<file path="config.mk">
export PLATFORM = sky130hd
export DESIGN_NAME = aes_out_packer
export DESIGN_NICKNAME = d
export VERILOG_FILES = /design/src/rtl/aes_pack_pkg.sv /design/src/rtl/aes_pack_buf.sv /design/src/rtl/aes_out_packer.sv
export SDC_FILE = /design/constraint.sdc
export NUM_CORES = 1
export LEC_CHECK = 0
export BUFFER_PORTS_ARGS = -buffer_cell sky130_fd_sc_hd__buf_2
export CORE_MARGIN = 1
export CORE_UTILIZATION = 45
export CTS_CLUSTER_SIZE = 12
export DETAILED_ROUTE_END_ITERATION = 8
export PLACE_DENSITY_LB_ADDON = 0.08
export SLEW_MARGIN = 20
export SYNTH_ARGS = -nofsm -noshare
export SYNTH_HDL_FRONTEND = slang
export SYNTH_SLANG_ARGS = --single-unit
</file>
<file path="constraint.sdc">
create_clock -name clock -period 7.8 [get_ports clock]
set_input_delay 0.39 -clock clock [delete_from_list [all_inputs] [get_ports clock]]
set_output_delay 0.39 -clock clock [all_outputs]
set_load 0.03 [all_outputs]
</file>
<file path="src/rtl/aes_pack_pkg.sv">
// aes_pack_pkg: shared FSM encoding and constants for the AES output packer.
// Revision: 1.0
`default_nettype none

package aes_pack_pkg;

  typedef enum logic [0:0] {
    ST_IDLE    = 1'b0,
    ST_COLLECT = 1'b1
  } state_e;

  localparam logic [15:0] BLK_TAG        = 16'hB10C;
  localparam int          BYTES_PER_WORD = 4;

endpackage

`default_nettype wire

</file>
<file path="src/rtl/aes_pack_buf.sv">
// aes_pack_buf: synchronous BUF_DEPTH x DATA_WIDTH FIFO, first-word-fall-through head.
// Revision: 1.0
`default_nettype none

module aes_pack_buf #(
  parameter int DATA_WIDTH = 32,
  parameter int BUF_DEPTH  = 8
) (
  input  logic                         clock,
  input  logic                         reset_n,
  input  logic                         push_i,
  input  logic [DATA_WIDTH-1:0]        wdata_i,
  input  logic                         pop_i,
  output logic [DATA_WIDTH-1:0]        rdata_o,
  output logic                         full_o,
  output logic                         empty_o,
  output logic [$clog2(BUF_DEPTH):0]   count_o
);

  localparam int AW = $clog2(BUF_DEPTH);

  logic [DATA_WIDTH-1:0] mem_q [BUF_DEPTH];
  logic [AW-1:0]         wr_ptr_q, rd_ptr_q;
  logic [AW:0]           count_q;
  logic                  wr_en, rd_en;

  assign full_o  = (count_q == (AW+1)'(BUF_DEPTH));
  assign empty_o = (count_q == '0);
  assign count_o = count_q;
  assign rdata_o = mem_q[rd_ptr_q];

  // A pop in the same cycle frees the slot, so a push into a full buffer is still accepted.
  assign wr_en = push_i & (~full_o | pop_i);
  assign rd_en = pop_i & ~empty_o;

  always_ff @(posedge clock) begin
    if (wr_en) mem_q[wr_ptr_q] <= wdata_i;
  end

  always_ff @(posedge clock or negedge reset_n) begin
    if (!reset_n) begin
      wr_ptr_q <= '0;
      rd_ptr_q <= '0;
      count_q  <= '0;
    end else begin
      if (wr_en) wr_ptr_q <= wr_ptr_q + 1'b1;
      if (rd_en) rd_ptr_q <= rd_ptr_q + 1'b1;
      case ({wr_en, rd_en})
        2'b10:   count_q <= count_q + 1'b1;
        2'b01:   count_q <= count_q - 1'b1;
        default: count_q <= count_q;
      endcase
    end
  end

endmodule

`default_nettype wire

</file>
<file path="src/rtl/aes_out_packer.sv">
// aes_out_packer: packs byte-serial AES ciphertext into 32-bit words and drains them to a FIFO.
// Revision: 1.0 -- define AES_PACK_TAG_EN to prefix every block with a {16'hB10C, blk_cnt} header.
`default_nettype none

module aes_out_packer
  import aes_pack_pkg::*;
#(
  parameter int DATA_WIDTH = 32,
  parameter int BUF_DEPTH  = 8,
  parameter int BLK_BYTES  = 16
) (
  input  logic                  clock,
  input  logic                  reset_n,
  input  logic [7:0]            d_out,
  input  logic                  d_vld,
  input  logic                  abort,
  input  logic                  data_full,
  output logic                  data_wr,
  output logic [DATA_WIDTH-1:0] data_dout,
  output logic                  block_done,
  output logic                  overflow,
  output logic                  busy
);

  localparam int CW = $clog2(BLK_BYTES);

  state_e                state_q, state_d;
  logic [CW-1:0]         cnt_q, cnt_d;
  logic [23:0]           word_q, word_d;
  logic                  push_q, push_d;
  logic [DATA_WIDTH-1:0] push_data_q, push_data_d;
  logic                  data_wr_q, data_wr_d;
  logic [DATA_WIDTH-1:0] data_dout_q, data_dout_d;
  logic                  block_done_q, block_done_d;
  logic                  overflow_q, overflow_d;
`ifdef AES_PACK_TAG_EN
  logic [15:0]           blk_cnt_q, blk_cnt_d;
`endif

  logic                  buf_full, buf_empty, pop, drop;
  logic [DATA_WIDTH-1:0] buf_rdata;
  logic [$clog2(BUF_DEPTH):0] buf_count;

  aes_pack_buf #(
    .DATA_WIDTH (DATA_WIDTH),
    .BUF_DEPTH  (BUF_DEPTH)
  ) u_buf (
    .clock   (clock),
    .reset_n (reset_n),
    .push_i  (push_q),
    .wdata_i (push_data_q),
    .pop_i   (pop),
    .rdata_o (buf_rdata),
    .full_o  (buf_full),
    .empty_o (buf_empty),
    .count_o (buf_count)
  );

  assign pop  = ~buf_empty & ~data_full;
  assign drop = push_q & buf_full & ~pop;

  always_comb begin
    state_d      = state_q;
    cnt_d        = cnt_q;
    word_d       = word_q;
    push_d       = 1'b0;
    push_data_d  = push_data_q;
    data_wr_d    = pop;
    data_dout_d  = pop ? buf_rdata : data_dout_q;
    block_done_d = 1'b0;
    overflow_d   = overflow_q | drop;
`ifdef AES_PACK_TAG_EN
    blk_cnt_d    = blk_cnt_q;
`endif
    // The core cannot stall, so abort simply outranks a coincident byte.
    if (abort) begin
      state_d = ST_IDLE;
      cnt_d   = '0;
    end else if (d_vld) begin
      state_d = ST_COLLECT;
      case (cnt_q[1:0])
        2'd0: word_d[7:0]   = d_out;
        2'd1: word_d[15:8]  = d_out;
        2'd2: word_d[23:16] = d_out;
        default: begin
          push_d      = 1'b1;
          push_data_d = {d_out, word_q};
        end
      endcase
`ifdef AES_PACK_TAG_EN
      if (cnt_q == '0) begin
        push_d      = 1'b1;
        push_data_d = {BLK_TAG, blk_cnt_q};
      end
`endif
      if (cnt_q == CW'(BLK_BYTES - 1)) begin
        cnt_d        = '0;
        state_d      = ST_IDLE;
        block_done_d = 1'b1;
`ifdef AES_PACK_TAG_EN
        blk_cnt_d    = blk_cnt_q + 16'd1;
`endif
      end else begin
        cnt_d = cnt_q + 1'b1;
      end
    end
  end

  always_ff @(posedge clock or negedge reset_n) begin
    if (!reset_n) begin
      state_q      <= ST_IDLE;
      cnt_q        <= '0;
      word_q       <= '0;
      push_q       <= 1'b0;
      push_data_q  <= '0;
      data_wr_q    <= 1'b0;
      data_dout_q  <= '0;
      block_done_q <= 1'b0;
      overflow_q   <= 1'b0;
    end else begin
      state_q      <= state_d;
      cnt_q        <= cnt_d;
      word_q       <= word_d;
      push_q       <= push_d;
      push_data_q  <= push_data_d;
      data_wr_q    <= data_wr_d;
      data_dout_q  <= data_dout_d;
      block_done_q <= block_done_d;
      overflow_q   <= overflow_d;
    end
  end

`ifdef AES_PACK_TAG_EN
  always_ff @(posedge clock or negedge reset_n) begin
    if (!reset_n) blk_cnt_q <= '0;
    else          blk_cnt_q <= blk_cnt_d;
  end
`endif

  assign data_wr    = data_wr_q;
  assign data_dout  = data_dout_q;
  assign block_done = block_done_q;
  assign overflow   = overflow_q;
  // A completed word still in flight to the buffer counts as pending work.
  assign busy       = (state_q == ST_COLLECT) | (buf_count != '0) | push_q;

endmodule

`default_nettype wire

</file>
# After elaboration in Yosys (flattened, before gate mapping)
# Memory sizes are Yosys's and may differ from the RTL's. A register that Yosys moved wholly into a read port is not among the register bits.
# Index checks and enable logic that the tools add are counted.
# classes
add_sub_neg	5
n_eq_ne	6
muxes	15
bitwise_logic	15
n_reduce_logical	11
# op_table
op	n
$mux W4	3
$reduce_and A3 Y1	4
$mux W1	11
$add A4 B1 Y4 const B	2
$eq A4 B4 Y1 const B	2
$pmux W4 S2	1
$add A3 B1 Y3 const B	2
$not A1 Y1	6
$and A1 B1 Y1	5
$eq A2 B1 Y1 const B	2
$eq A2 B2 Y1 const B	2
$logic_not A4 Y1	1
$or A1 B1 Y1	4
$reduce_bool A2 Y1	2
$reduce_bool A4 Y1	1
$sub A4 B1 Y4 const B	1
$reduce_or A3 Y1	1
$logic_not A2 Y1	1
$logic_not A1 Y1	1
# totals
regBits	75
ram_bits	256
inputBits	13
out_inout_bits	36
word_cells	66
memories	1
# memory_table
memory	depth	width	read_ports	rd_clocked_by_memory_dff	write_ports	line_no	source
u_buf.mem_q	8	32	1	1	1	aes_pack_buf.sv:22	logic [DATA_WIDTH-1:0] mem_q [BUF_DEPTH];

# Longest topological paths before layout
# Gate-level depths: netlist (run 1).
# logic_depth
ltp_word	7
depth_mapped	12
mapped_depth_nobuf	10

# Hierarchy
# From an unflattened synthesis (run 1), not the netlist that was laid out.
# unflattened
hier_cells	666
area_unflattened_um2	14134.8
# by_module_without_submodules
mod	n_inst	cells_each	area_each_um2	seq_area_each_um2
aes_pack_buf	1	436	10247.3	7937.6
aes_out_packer	1	230	3887.5	2427.3

# Worst setup path after synthesis (run 1)
# No wires, ideal clock.
# synth_path
path_type	reg2reg
from	register u_buf.count_q[0], in the netlist u_buf.count_o[0]
to	memory u_buf.mem_q[0][0] (enable)
arrival_time_ps	3154
setup_slack_ps	4185
path_stages_with_launch	5
path_buffers	0
cell_sequence	dfrtp_1 nor3_1 a31oi_2 nand2b_1 nor3_1
# synth_between
elab_chain_len	7
elab_cells_between_ends	9
cone_classes	1 x eq/ne; 2 x mux; 5 x bitwise; 1 x reduce/logical
# synth_rtl
item	line_no	source
start, declared	aes_pack_buf.sv:24	logic [AW:0] count_q;
start signal, assigned	aes_pack_buf.sv:49	2'b10: count_q <= count_q + 1'b1;
start signal, assigned	aes_pack_buf.sv:50	2'b01: count_q <= count_q - 1'b1;
start signal, assigned	aes_pack_buf.sv:51	default: count_q <= count_q;
$logic_not A4 Y1	aes_pack_buf.sv:28	assign empty_o = (count_q == '0);
$not A1 Y1	aes_out_packer.sv:59	assign pop = ~buf_empty & ~data_full;
$and A1 B1 Y1	aes_out_packer.sv:59	
$or A1 B1 Y1 *	aes_pack_buf.sv:33	assign wr_en = push_i & (~full_o | pop_i);
$and A1 B1 Y1 *	aes_pack_buf.sv:33	
$mux W1 *	aes_pack_buf.sv:37	if (wr_en) mem_q[wr_ptr_q] <= wdata_i;
$mux W1 (not written as such) *	aes_pack_buf.sv:37	
end, declared	aes_pack_buf.sv:22	
# Mark *: on every way between the ends. The rest lies on a longest branch, timed or not.

# Worst setup path after layout (run 1)
# layout_path
from	register u_buf.count_q[1], in the netlist u_buf.count_o[1]
to	register u_buf.count_q[3], in the netlist u_buf.count_o[3]
# layout_between
elab_chain_len	7
elab_cells_between_ends	14
cone_classes	2 x add/sub; 3 x eq/ne; 1 x mux; 6 x bitwise; 2 x reduce/logical
# layout_rtl
item	line_no	source
$logic_not A4 Y1	aes_pack_buf.sv:28	
$not A1 Y1	aes_pack_buf.sv:34, aes_out_packer.sv:59	
$and A1 B1 Y1	aes_out_packer.sv:59	
$or A1 B1 Y1	aes_pack_buf.sv:33	
$and A1 B1 Y1	aes_pack_buf.sv:33	
$eq A2 B1 Y1 / $eq A2 B2 Y1 (equally long branches)	aes_pack_buf.sv:48	case ({wr_en, rd_en})
$pmux W4 S2 / $reduce_bool A2 Y1 (equally long branches)	n/a	
# Parallel ways exist; a longest one is shown, timed or not.
# A chain may end at the register's enable or synchronous reset.

==> impl_summary.log, run 1 <==
INFO  metric outcome = finished, violations left
INFO  metric failing_checks = DRC, hold timing
INFO  metric floorplan.die.height = 179 um
INFO  metric synth_enable_flop_cells = 256
INFO  metric cts-root-buf = clkbuf_16
INFO  metric critical_path.slowest_cell = a2111oi_0
INFO  metric num_vias = 7,242
INFO  metric port_buffers = 48
INFO  metric worst_vdd_drop = 0.164 mV
INFO  metric maxClockFrequency = 309 MHz
INFO  metric startpoint_type = register
INFO  metric final_hold_viol_count = 15
INFO  metric cap_violations = 0
INFO  metric core_area = 30,700 sq um
INFO  metric num_antenna_cells = 0
INFO  metric totalWireLength = 30,700 um
INFO  metric synthDistinctLibCells = 37
INFO  metric worst-slew-pin-transition = 1.02 ns
INFO  metric syn_nets = 862
INFO  metric synth_area = 14,100 sq um
INFO  metric num-fill-cells = 2,598
INFO  metric critPathKind = register to register
INFO  metric cts_resized = 0
INFO  metric grt_first_pass_wirelength = 46,400 um
INFO  metric ys_seq_elements = 363
INFO  metric drc_violation_total_after_the_first_tritonroute_iteration = 511
INFO  metric maxSlewViolCount = 0
INFO  metric amount_of_wire_on_met2_after_detailed_routing = 15,000 um
INFO  metric detailroute.wirelength.met3 = 1240 um
INFO  metric maximum_number_of_pins_on_one_net_before_global_route_repair = 57
INFO  metric fraction_of_power_consumed_by_sequential_logic = 45.6%
INFO  metric maxSlewHeadroom = 32.3%
INFO  metric timing.final.crit_share = 41.5%
INFO  metric setup_tns = 0 ns
INFO  metric critical_path.cell_chain = nor4_2 > or2_2 > buf_4 > inv_6 > ha_1 > nand3b_1 > a2111oi_0 > nor3_1 > xnor2_1
INFO  metric power.leakage = 6.28 nW
INFO  metric net-switching-power = 1.73 mW
INFO  metric grt_usage = 20.0%
INFO  metric max_stage_delay = 0.54 ns
INFO  metric cts_buffers = 39
INFO  metric setup.worst_path.end_class = register
INFO  metric globalRoute.totalOverflow = 0
INFO  metric final_layout_size_suffix_gt1_share = 21.3%
INFO  metric maximum_level_of_the_cts_h_tree = 2
INFO  metric vias_in_the_first_global_route = 7,531
INFO  metric rsz_0062_raised_after_global_routing = false
INFO  metric setup_viol = 0
INFO  metric top_level_ports = 49
INFO  metric clock-skew-final = 0.0194 ns
INFO  metric remaining_drc_errors = 2
INFO  metric synth_flop_cell = edfxtp_1
INFO  metric pwr_density_cell = 352 nW/um^2
INFO  metric layout_commonest_cell = edfxtp_1
INFO  metric numClockSinks = 363
INFO  metric hold_buffers = 0
INFO  metric cts.repair_timing.setup_buffer_count = 0
INFO  metric wl_met1 = 13,900 um
INFO  metric antenna_found_initial = 0
INFO  metric ant_nets = 0
INFO  metric total_power = 5.60 mW
INFO  metric clock_latency = 0.52 ns
INFO  metric floorplan.initialDensity = 45.9%
INFO  metric rows = 64
INFO  metric worst-path-max-fanout = 36
INFO  metric share_comb_of_total_power = 23.3%
INFO  metric fin_worst_hold_slack = -0.0108 ns
INFO  metric most-common-layout-cells = 256 x edfxtp_1, 129 x mux2i_1, 106 x dfrtp_1, 79 x nand2_1, 64 x a22oi_1
INFO  metric synth-seq-area-share = 73.5%
INFO  metric proportion_of_power_drawn_by_the_clock_network = 31.1%
INFO  metric dp.final_hpwl = 15,100 um
INFO  metric cp_data_required_time = 8.19 ns
INFO  metric worst_hold_path_type = primary input to async pin
INFO  metric power.share.switching = 30.9%
INFO  metric netlist_top_cells_area = edfxtp_1 54%, dfrtp_1 19%, mux2i_1 9.2%, mux2_2 4.5%, a22oi_1 3.4%
INFO  metric drt_pass1_iterations = 6
INFO  metric syn-instance-count = 839
INFO  metric top_layer = met4
INFO  metric die_x = 179 um
INFO  metric synth_area_leader_cell = edfxtp_1
INFO  metric place.gp.congestion = 0.686
INFO  metric layout.nets = 924
INFO  metric detail_route.wl_per_cell = 23.1 um
INFO  metric synth.avg_cell_area = 16.8 sq um
INFO  metric cts_tree = yes
INFO  metric die_area = 32,100 sq um
INFO  metric synth_largest_type_area_fraction = 54.5%
INFO  metric p_int = 3.87 mW
INFO  metric clock_tree.buffer_depth = 3
INFO  metric layout-area-overhead-vs-synth = 12.8%
INFO  metric worstPathArrival = 3.62 ns
INFO  metric yosysWarnings = 0
INFO  metric clkSlewWorstSetupHoldPaths = 0.06 ns
INFO  metric finalWorstPathRequiredPeriod = 3.23 ns
INFO  metric route.detailed.vias_per_inst = 5.46
INFO  metric ys_async_sr_fraction = 29.5%
[final timing paths]
kind	cells past startpoint	startpoint	endpoint	slack (ns)
max in group asynchronous	2	reset_n	push_data_q[0]$_DFFE_PN0P_	6.58
setup reg to reg	9	u_buf.count_o[1]$_DFFE_PN0P_	u_buf.count_o[3]$_DFFE_PN0P_	4.57
setup / recovery	9	u_buf.count_o[1]$_DFFE_PN0P_	u_buf.count_o[3]$_DFFE_PN0P_	4.57
hold / removal	1	reset_n	data_dout[12]$_DFFE_PN0N_	-0.01
hold reg to reg	2	data_dout[16]$_DFFE_PN0N_	data_dout[16]$_DFFE_PN0N_	0.47
min in group clock	2	abort	cnt_q[0]$_DFFE_PN0P_	0.12
[synth_stat cells (2+ instances only)]
cell	count
buf_2	10
nand3_1	25
nor2b_1	2
buf_6	15
nand3_2	8
ha_1	10
clkbuf_1	7
inv_1	6
xor2_1	4
dfrtp_1	107
nand2_1	79
nand2_2	3
nand2b_1	4
o21ai_0	2
mux2i_1	129
a21oi_1	3
xnor2_1	6
buf_4	10
mux2_2	57
nor2_1	14
nor3_1	4
a22oi_1	64
edfxtp_1	256
[final cells by class]
cell class	instances	area, sq um	area share, %
Clock buffer	62	1140	7.19
Clock inverter	8	58.8	0.370
Inverter	7	31.3	0.197
Multi-Input combinational cell	427	3460	21.7
Sequential cell	363	10400	65.2
Tap cell	396	495	3.11
Timing Repair Buffer	63	355	2.23
[metrics by stage]
stage | hold slack [ns] | instances | area [sq um] | setup WS (ns) | utilization [%]
after floorplan | 0.0944 | 839 | 14100 | 4.18 | -
after global placement | 0.457 | 1256 | 14700 | 4.75 | 47.8
after detailed placement | 0.452 | 1256 | 14700 | 4.51 | 47.8
after CTS | 0.0303 | 1326 | 15900 | 4.49 | 51.7
after global routing | 0.0418 | 1326 | 15900 | 4.38 | 51.7
final | -0.0108 | 1326 | 15900 | 4.57 | 51.7
[power by group through the flow]
stage | combinational, mW | sequential (mW) | clock (mW)
2_1_floorplan | 0.903 | 2.65 | 0
3_3_place_gp | 1.31 | 2.57 | 0
3_5_place_dp | 1.32 | 2.59 | 0
4_1_cts | 1.32 | 2.55 | 1.78
5_1_grt | 1.42 | 2.59 | 1.86
6_report | 1.31 | 2.55 | 1.74
[critical path: cells and delay by family, from the launching register on]
kind	cells	cell delay, ns
AOI/OAI and AO/OA	1	0.54
xor gates and xnor gates	1	0.16
adders and majority gates	1	0.35
buffers and inverters	2	0.76
DFF	1	0.46
and+or+nand+nor	4	0.82
[cells by family after synthesis]
family                     Yosys count  synth area share [%]
AOI/OAI and AO/OA                   72                  3.80
xor gates and xnor gates            10                 0.621
adders and majority gates           10                 0.887
buffers and inverters               49                  2.49
DFF                                363                  73.5
muxes                              186                  13.7
and+or+nand+nor                    149                  5.05
[per-layer routing]
layer	GRT usage (%)	vias up
li1	-	3300
met4	5.23	0
met5	0	-
met1	27.7	3749
met2	33.1	151
met3	2.97	42
[state kept, by name, summed over array words and instances (netlist names)]
signal / count
u_buf.mem_q: 256
data_dout: 32
push_data_q: 32
word_q: 24
cnt_q: 4
u_buf.count_o: 4
u_buf.rd_ptr_q: 3
u_buf.wr_ptr_q: 3
block_done: 1
data_wr: 1
overflow: 1
push_q: 1
state_q: 1
Note: power is estimated with default switching activity, not from simulation.
==> run 2: changes to the inputs <==
==> constraint.sdc (replaced) <==
create_clock -name clock -period 3 [get_ports clock]
set_input_delay 0.15 -clock clock [delete_from_list [all_inputs] [get_ports clock]]
set_output_delay 0.15 -clock clock [all_outputs]
set_load 0.03 [all_outputs]
==> run 2 against run 1 <==
Effect of this change: the run now ends clean; critical path depth up 1; die area unchanged; first-iteration DRC count up 5.3%; sequential cell count is the same; register-to-register slack lost 4.0 ns; sequential power increased to 2.6 times the previous value; worst setup slack worse by 4.0 ns; non-clock buffer count is 20 higher; sequential share of layout area fell by 1.0 points; final cell count up 1.7%; critical endpoint is now u_buf.count_o[2]$_DFFE_PN0P_.
==> impl_summary.log, run 2 (synthesis gave the netlist of run 1 again) <==
INFO  metric critical_path.reg2reg.endpoint = u_buf.count_o[2]$_DFFE_PN0P_
INFO  metric critical_path.top_delay_family = adder cells
INFO  metric maximum_number_of_pins_on_one_net_before_global_route_repair = 53 (-7.0%)
INFO  metric grt_first_pass_wirelength = 44,800 um (-3.6%)
INFO  metric outcome = finished clean
INFO  metric top_level_ports = 49 (unchanged)
INFO  metric worstPathArrival = 2.84 ns (-0.78 ns)
INFO  metric reg2reg_slack = 0.56 ns (-4.00 ns)
INFO  metric detail_route.wl_per_cell = 22.0 um (-5.0%)
INFO  metric clock_latency = 0.53 ns (about the same)
INFO  metric globalRoute.totalOverflow = 0 (unchanged)
INFO  metric worst-slew-pin-transition = 0.767 ns (-0.248 ns)
INFO  metric finalWorstPathRequiredPeriod = 2.44 ns (-0.796 ns)
INFO  metric floorplan.die.height = 179 um (unchanged)
INFO  metric clkSlewWorstSetupHoldPaths = 0.06 ns (about the same)
INFO  metric maximum_level_of_the_cts_h_tree = 2 (unchanged)
INFO  metric core_area = 30,700 sq um (unchanged)
INFO  metric cp_data_required_time = 3.40 ns (-4.79 ns)
INFO  metric maxSlewViolCount = 0 (unchanged)
INFO  metric crit-reg2reg-launch = u_buf.count_o[1]$_DFFE_PN0P_
INFO  metric dp.final_hpwl = 17,200 um (+14%)
INFO  metric power.leakage = 6.39 nW (+1.8%)
INFO  metric hold-path-endpoint = word_q[3]$_DFFE_PN0P_
INFO  metric largest_register_ffs = 256 (unchanged)
INFO  metric cts.repair_timing.setup_buffer_count = 0 (unchanged)
INFO  metric final_hold_viol_count = 0 (-15)
INFO  metric net-switching-power = 4.53 mW (+160%)
INFO  metric layout_commonest_cell = edfxtp_1
INFO  metric finish.cell_count_without_fillers = 1,348 (+1.7%)
INFO  metric setup.worst_path.end_class = register
INFO  metric share_comb_of_total_power = 24.1% (+0.8 points)
INFO  metric clock_tree.buffer_depth = 3 (unchanged)
INFO  metric cap_violations = 0 (unchanged)
INFO  metric critical_path_buf_inv_count = 1 (-1)
INFO  metric final_layout_size_suffix_gt1_share = 22.2% (+0.90 points)
INFO  metric min_from = d_out[3]
INFO  metric drt_pass1_iterations = 5 (-1)
INFO  metric fraction_of_power_consumed_by_sequential_logic = 44.9% (-0.7 points)
INFO  metric clock-skew-final = 0.0146 ns (-0.00474 ns)
INFO  metric setup_tns = 0 ns (unchanged)
INFO  metric ant_nets = 0 (unchanged)
INFO  metric num_vias = 7,243 (+0.014%)
INFO  metric cts_resized = 0 (unchanged)
INFO  metric critical-path-top-cell-by-count = xor2_1
INFO  metric place.gp.congestion = 0.726 (+5.8%)
INFO  metric drc_violation_total_after_the_first_tritonroute_iteration = 538 (+5.3%)
INFO  metric rsz_0062_raised_after_global_routing = false
INFO  metric power.share.switching = 30.9% (-0.067 points)
INFO  metric pwr_density_cell = 908 nW/um^2 (+160%)
INFO  metric largest_register = u_buf.mem_q
INFO  metric cts_buffers = 39 (unchanged)
INFO  metric setup_viol = 0 (unchanged)
INFO  metric count_of_cells_along_the_worst_hold_path = 2
INFO  metric timing.final.crit_share = 81.3% (+40 points)
INFO  metric most-common-layout-cells = 256 x edfxtp_1, 129 x mux2i_1, 106 x dfrtp_1, 79 x nand2_1, 64 x a22oi_1
INFO  metric max_stage_delay = 0.46 ns (-0.08 ns)
INFO  metric route.detailed.vias_per_inst = 5.37 (-1.6%)
INFO  metric worst_vdd_drop = 0.458 mV (+180%)
INFO  metric worst_hold_path_type = primary input to register
INFO  metric numClockSinks = 363 (unchanged)
INFO  metric worst-path-max-fanout = 7 (-81%)
INFO  metric totalWireLength = 29,600 um (-3.4%)
INFO  metric p_int = 10.1 mW (+160%)
INFO  metric antenna_found_initial = 0 (unchanged)
INFO  metric hold_buffers = 9 (+9)
INFO  metric vias_in_the_first_global_route = 7,437 (-1.2%)
INFO  metric layout.nets = 944 (+2.2%)
INFO  metric layout-area-overhead-vs-synth = 14.6%
INFO  metric maxSlewHeadroom = 48.9% (+17 points)
INFO  metric num-fill-cells = 2,536 (-2.4%)
INFO  metric r2r_cells = 10 (+1)
INFO  metric critical_path.slowest_cell = dfrtp_1
INFO  metric dp.cells = 1,267 (+0.88%)
INFO  metric critical_path.cell_chain = nor3_1 > a31oi_2 > inv_1 > ha_1 > xor2_1 > ha_1 > a21oi_1 > xor2_1 > nor2_1 > xor2_1
INFO  metric proportion_of_power_drawn_by_the_clock_network = 31.0% (about the same)
INFO  metric die_area = 32,100 sq um (unchanged)
INFO  metric rows = 64 (unchanged)
INFO  metric startpoint_type = register
INFO  metric cts-root-buf = clkbuf_16
INFO  metric floorplan.initialDensity = 45.9% (unchanged)
INFO  metric port_buffers = 48 (unchanged)
INFO  metric remaining_drc_errors = 0 (-2)
INFO  metric maxClockFrequency = 410 MHz (+33%)
INFO  metric die_x = 179 um (unchanged)
INFO  metric critPathKind = register to register
INFO  metric cts_tree = yes
INFO  metric grt_usage = 19.2% (-0.83 points)
==> run 2: final cells by class <==
class,instances,area [sq um],area share (%)
sequential,363,10400,64.1
inverter,7,31.3,0.193
multi-input combinational,427,3470,21.5
clock buffer,61,1110,6.86
timing repair buffer,83,578,3.58
clock inverter,10,113,0.696
tap,396,495,3.06
antenna,1,2.50,0.0155
==> run 2: worst max-delay path by stage <==
stage	slack [ns]	from	endpoint	cells past startpoint
2_1_floorplan	0.24	u_buf.count_o[0]$_DFFE_PN0P_	u_buf.mem_q[2][0]$_DFFE_PP_	4
3_3_place_gp	0.72	u_buf.count_o[1]$_DFFE_PN0P_	u_buf.count_o[2]$_DFFE_PN0P_	10
3_5_place_dp	0.56	u_buf.count_o[1]$_DFFE_PN0P_	u_buf.count_o[2]$_DFFE_PN0P_	10
4_1_cts	0.53	u_buf.count_o[1]$_DFFE_PN0P_	u_buf.count_o[2]$_DFFE_PN0P_	10
5_1_grt	0.33	u_buf.count_o[1]$_DFFE_PN0P_	u_buf.count_o[2]$_DFFE_PN0P_	10
6_report	0.56	u_buf.count_o[1]$_DFFE_PN0P_	u_buf.count_o[2]$_DFFE_PN0P_	10
==> run 2: power groups by stage <==
stage / clock (mW) / combinational, mW / sequential, mW
2_1_floorplan: 0 / 2.35 / 6.90
3_5_place_dp: 0 / 3.56 / 6.70
5_1_grt: 4.88 / 3.84 / 6.68
4_1_cts: 4.67 / 3.59 / 6.60
3_3_place_gp: 0 / 3.49 / 6.64
6_report: 4.55 / 3.54 / 6.59
==> run 2: per-layer routing <==
layer,share of wire (%),track usage [%],up-vias
li1,-,-,3341
met1,46,27.2,3696
met2,47,30.8,157
met3,4.3,2.80,49
met4,2.2,5.54,0
met5,0,0,-
==> run 2: through the flow <==
stage / worst slack, ns / hold WS (ns) / power, mW / utilization (%) / instance area, sq um
6_report: 0.562 / 0.0107 / 14.7 / 52.6 / 16200
5_1_grt: 0.331 / 0.00784 / 15.4 / 52.6 / 16200
4_1_cts: 0.533 / 0.00429 / 14.9 / 52.6 / 16200
3_5_place_dp: 0.556 / 0.269 / 10.3 / 48.3 / 14900
3_3_place_gp: 0.720 / 0.265 / 10.1 / 48.3 / 14900
2_1_floorplan: 0.240 / -0.146 / 9.25 / - / 14100
==> run 3: changes to the inputs <==
--- a/config.mk
+++ b/config.mk
@@ -5,6 +5,7 @@
 export SDC_FILE = /design/constraint.sdc
 export NUM_CORES = 1
 export LEC_CHECK = 0
+export ABC_AREA = 1
 export BUFFER_PORTS_ARGS = -buffer_cell sky130_fd_sc_hd__buf_2
 export CORE_MARGIN = 1
 export CORE_UTILIZATION = 45
==> constraint.sdc (replaced) <==
create_clock -name clock -period 2.2 [get_ports clock]
set_input_delay 0.11 -clock clock [delete_from_list [all_inputs] [get_ports clock]]
set_output_delay 0.11 -clock clock [all_outputs]
set_load 0.03 [all_outputs]
==> run 3 against run 2 <==
Effect of this change: worst setup slack worse by 0.33 ns; count of clock-buffer cells in the layout up 1; synthesized area up 1.3%; synthesized cell count up 46%; core utilization is 1.0 points higher; critical path depth is 1 higher; sequential share of layout area shrank 1.5 points; wire length rose by 12%; register-to-register slack got worse by 0.33 ns; clock power is 43% higher; die area grew 1.3%; largest cell class unchanged.
==> impl_summary.log, run 3 <==
INFO  metric outcome = finished clean
INFO  metric setup_viol = 0 (unchanged)
INFO  metric combinational_family_with_the_most_area_after_synthesis = simple AND/OR/NAND/NOR gates
INFO  metric timing.final.crit_share = 89.6% (+8.3 points)
INFO  metric die_area = 32,500 sq um (+1.3%)
INFO  metric synth_area_leader_cell = edfxtp_1
INFO  metric synthMuxAreaShare = 0% (-14 points)
INFO  metric critical_path.top_delay_family = simple AND/OR/NAND/NOR gates
INFO  metric die_x = 180 um (+0.66%)
INFO  metric vias_in_the_first_global_route = 8,653 (+16%)
INFO  metric cts_tree = yes
INFO  metric synth_enable_flop_cells = 256 (unchanged)
INFO  metric maxSlewViolCount = 0 (unchanged)
INFO  metric maximum_number_of_pins_on_one_net_before_global_route_repair = 65 (+23%)
INFO  metric ys_async_sr_fraction = 29.5% (unchanged)
INFO  metric num_vias = 8,950 (+24%)
INFO  metric numClockSinks = 363 (unchanged)
INFO  metric postLayoutCellArea = 16,600 sq um (+2.5%)
INFO  metric pwr_density_cell = 1260 nW/um^2 (+39%)
INFO  metric synth-seq-area-share = 72.5% (-0.97 points)
INFO  metric synthDistinctLibCells = 25 (-32%)
INFO  metric final_layout_size_suffix_gt1_share = 11.5% (-11 points)
INFO  metric synth_flop_cell = edfxtp_1
INFO  metric cp_data_required_time = 2.59 ns (-0.81 ns)
INFO  metric syn-instance-count = 1,229 (+46%)
INFO  metric clock-skew-final = 0.0165 ns (+0.00183 ns)
INFO  metric maxSlewHeadroom = 62.6% (+14 points)
INFO  metric max_stage_delay = 0.41 ns (-0.05 ns)
INFO  metric layout-area-overhead-vs-synth = 15.8%
INFO  metric synth-xor-area-share = 0.429% (-0.19 points)
INFO  metric grt_first_pass_wirelength = 51,600 um (+15%)
INFO  metric yosys.area_share.adder = 0.875% (-0.012 points)
INFO  metric critical_path.slowest_cell = dfrtp_1
INFO  metric critical_path_buf_inv_count = 1 (unchanged)
INFO  metric largest_register_ffs = 256 (unchanged)
INFO  metric detail_route.wl_per_cell = 19.2 um (-13%)
INFO  metric finish.cell_count_without_fillers = 1,723 (+28%)
INFO  metric globalRoute.busiestLayer = met2
INFO  metric cap_violations = 0 (unchanged)
INFO  metric route.detailed.vias_per_inst = 5.19 (-3.3%)
INFO  metric final_hold_viol_count = 0 (unchanged)
INFO  metric ant_nets = 0 (unchanged)
INFO  metric postPlaceCellArea = 15,200 sq um (+2.0%)
INFO  metric finalWorstPathRequiredPeriod = 1.97 ns (-0.467 ns)
INFO  metric critical_path.cell_chain = nor2_1 > nand4_1 > nand2_2 > ha_1 > inv_1 > nand2_1 > nand2_1 > ha_1 > a21oi_1 > xor2_1 > o21ai_0
INFO  metric worst_vdd_drop = 0.722 mV (+58%)
INFO  metric worst-path-max-fanout = 6 (-1)
INFO  metric cts.repair_timing.setup_buffer_count = 0 (unchanged)
INFO  metric synth_area = 14,300 sq um (+1.3%)
INFO  metric dp.cells = 1,638 (+29%)
INFO  metric global_route.usage.met1 = 29.9% (+2.8 points)
INFO  metric netlist_top_cells_area = edfxtp_1 54%, dfrtp_1 19%, nand2_1 6.1%, nor2_1 5.5%, nand3_1 3.6%
INFO  metric setup.worst_path.end_class = register
INFO  metric fin_worst_hold_slack = 0.0265 ns (+0.0158 ns)
INFO  metric floorplan.initialDensity = 46.3% (+0.37 points)
INFO  metric maximum_level_of_the_cts_h_tree = 2 (unchanged)
INFO  metric clkSlewWorstSetupHoldPaths = 0.06 ns (about the same)
INFO  metric synth_largest_type_area_fraction = 53.8% (-0.72 points)
INFO  metric port_buffers = 48 (unchanged)
INFO  metric grt_usage = 20.9% (+1.7 points)
INFO  metric globalRoute.totalOverflow = 0 (unchanged)
INFO  metric place.gp.congestion = 0.734 (+1.1%)
INFO  metric grt_use_met3 = 2.79% (-0.010 points)
INFO  metric synth_compound_area_share = 6.61% (+2.8 points)
INFO  metric power.leakage = 6.61 nW (+3.4%)
INFO  metric core_area = 30,900 sq um (+0.52%)
INFO  metric most-common-layout-cells = 256 x edfxtp_1, 233 x nand2_1, 200 x nor2_1, 106 x dfrtp_1, 102 x nand3_1
INFO  metric synth-simple-area-share = 15.3% (+10 points)
INFO  metric synthTopCellsByCount = 256 x edfxtp_1, 234 x nand2_1, 208 x nor2_1, 107 x dfrtp_1, 102 x nand3_1
INFO  metric cts_buffers = 40 (+2.6%)
INFO  metric layout_commonest_cell = edfxtp_1
INFO  metric gr-usage-met2 = 33.9% (+3.1 points)
INFO  metric remaining_drc_errors = 0 (unchanged)
INFO  metric critPathKind = register to register
INFO  metric rsz_0062_raised_after_global_routing = false
INFO  metric drt_pass1_iterations = 4 (-1)
INFO  metric worstPathArrival = 2.37 ns (-0.47 ns)
INFO  metric dp.final_hpwl = 18,100 um (+5.0%)
INFO  metric startpoint_type = register
INFO  metric antenna_found_initial = 0 (unchanged)
INFO  metric floorplan.die.height = 180 um (+0.66%)
INFO  metric synth.most_common_cell = edfxtp_1
INFO  metric num_antenna_cells = 0 (-1)
INFO  metric top_level_ports = 49 (unchanged)
INFO  metric worst_hold_path_type = primary input to register
INFO  metric yosysWarnings = 0 (unchanged)
INFO  metric worst-slew-pin-transition = 0.560 ns (-0.207 ns)
INFO  metric ys_seq_elements = 363 (unchanged)
INFO  metric clock_tree.buffer_depth = 3 (unchanged)
INFO  metric layout.nets = 1,318 (+40%)
INFO  metric syn_nets = 1,252 (+45%)
INFO  metric largest_register = u_buf.mem_q
INFO  metric synth.avg_cell_area = 11.6 sq um (-31%)
INFO  metric drc_violation_total_after_the_first_tritonroute_iteration = 714 (+33%)
INFO  metric cts-root-buf = clkbuf_16
INFO  metric clock_latency = 0.53 ns (about the same)
INFO  metric maxClockFrequency = 507 MHz (+24%)
INFO  metric totalWireLength = 33,100 um (+12%)
INFO  metric rows = 64 (unchanged)
run 3: cell count changes after synthesis, moves of 52 or more:
cell     before  now
nor2_1       14  208
nand2_1      79  234
mux2i_1     129    0
o21ai_0       2   94
nand3_1      25  102
a22oi_1      64    0
mux2_2       57    0
inv_1         6   58
run 3: final timing paths:
| kind | depth (start not counted) | slack [ns] | to | start |
|---|---|---|---|---|
| max in group asynchronous | 3 | 1.44 | cnt_q[1]$_DFFE_PN0P_ | reset_n |
| worst min-delay path | 3 | 0.03 | word_q[15]$_DFFE_PN0P_ | d_out[7] |
| min in group asynchronous | 2 | 0.10 | data_dout[11]$_DFFE_PN0N_ | reset_n |
| worst max-delay path | 11 | 0.23 | u_buf.count_o[2]$_DFFE_PN0P_ | u_buf.count_o[1]$_DFFE_PN0P_ |
| worst min register to register | 2 | 0.46 | push_data_q[10]$_DFFE_PN0P_ | word_q[10]$_DFFE_PN0P_ |
| worst max register to register | 11 | 0.23 | u_buf.count_o[2]$_DFFE_PN0P_ | u_buf.count_o[1]$_DFFE_PN0P_ |
run 3: cell families (layout without fill, tap and decap cells):
| logic type | after synthesis | in the layout |
|---|---|---|
| AOI/OAI and AO/OA | 172 | 172 |
| buffers and inverters | 130 | 228 |
| xor gates and xnor gates | 7 | 7 |
| DFF | 363 | 363 |
| and+or+nand+nor | 547 | 547 |
| adders and majority gates | 10 | 10 |
run 3: layer usage:
layer	wire length, um	share of wire (%)	vias to the layer above
li1	-	-	4341
met1	15400	47	4384
met2	15700	47	186
met3	1400	4.2	39
met4	583	1.8	0
met5	0	0	-
run 3: what timing repair did:
| action | CTS | global route |
|---|---|---|
| gates resized for setup | 0 | 1 |
| endpoints found under the setup margin | 0 | 1 |
| hold buffers | 11 | 0 |
| endpoints found under the hold margin | 55 | 0 |
run 3: stage by stage:
step | power (mW) | setup TNS (ns) | setup slack (ns) | utilization [%]
finish | 20.9 | 0 | 0.229 | 53.6
global route | 22.1 | 0 | 0.0308 | 53.6
CTS | 21.1 | 0 | 0.191 | 53.6
detailed placement | 14.6 | 0 | 0.203 | 49.0
global placement | 14.5 | 0 | 0.240 | 49.0
floorplan | 12.8 | -64.36 | -0.503 | -
run 3: cell type report:
cell class,count,area [sq um]
Timing Repair Buffer,89,766
Clock buffer,62,1210
Clock inverter,12,93.8
Multi-Input combinational cell,736,3390
Sequential cell,363,10400
Fill cell,2676,14300
Tap cell,396,495
Inverter,65,246
run 3: where the power goes:
part | total, mW | switching (mW) | internal [mW]
clock network | 6.52 | 2.63 | 3.89
registers | 8.65 | 0.563 | 8.09
logic | 5.71 | 3.88 | 1.83
run 3: worst min-delay path: cells and delay by family:
| family | cells | cell delay [ns] |
|---|---|---|
| AOI/OAI and AO/OA | 1 | 0.19 |
| buffers and inverters | 2 | 0.21 |
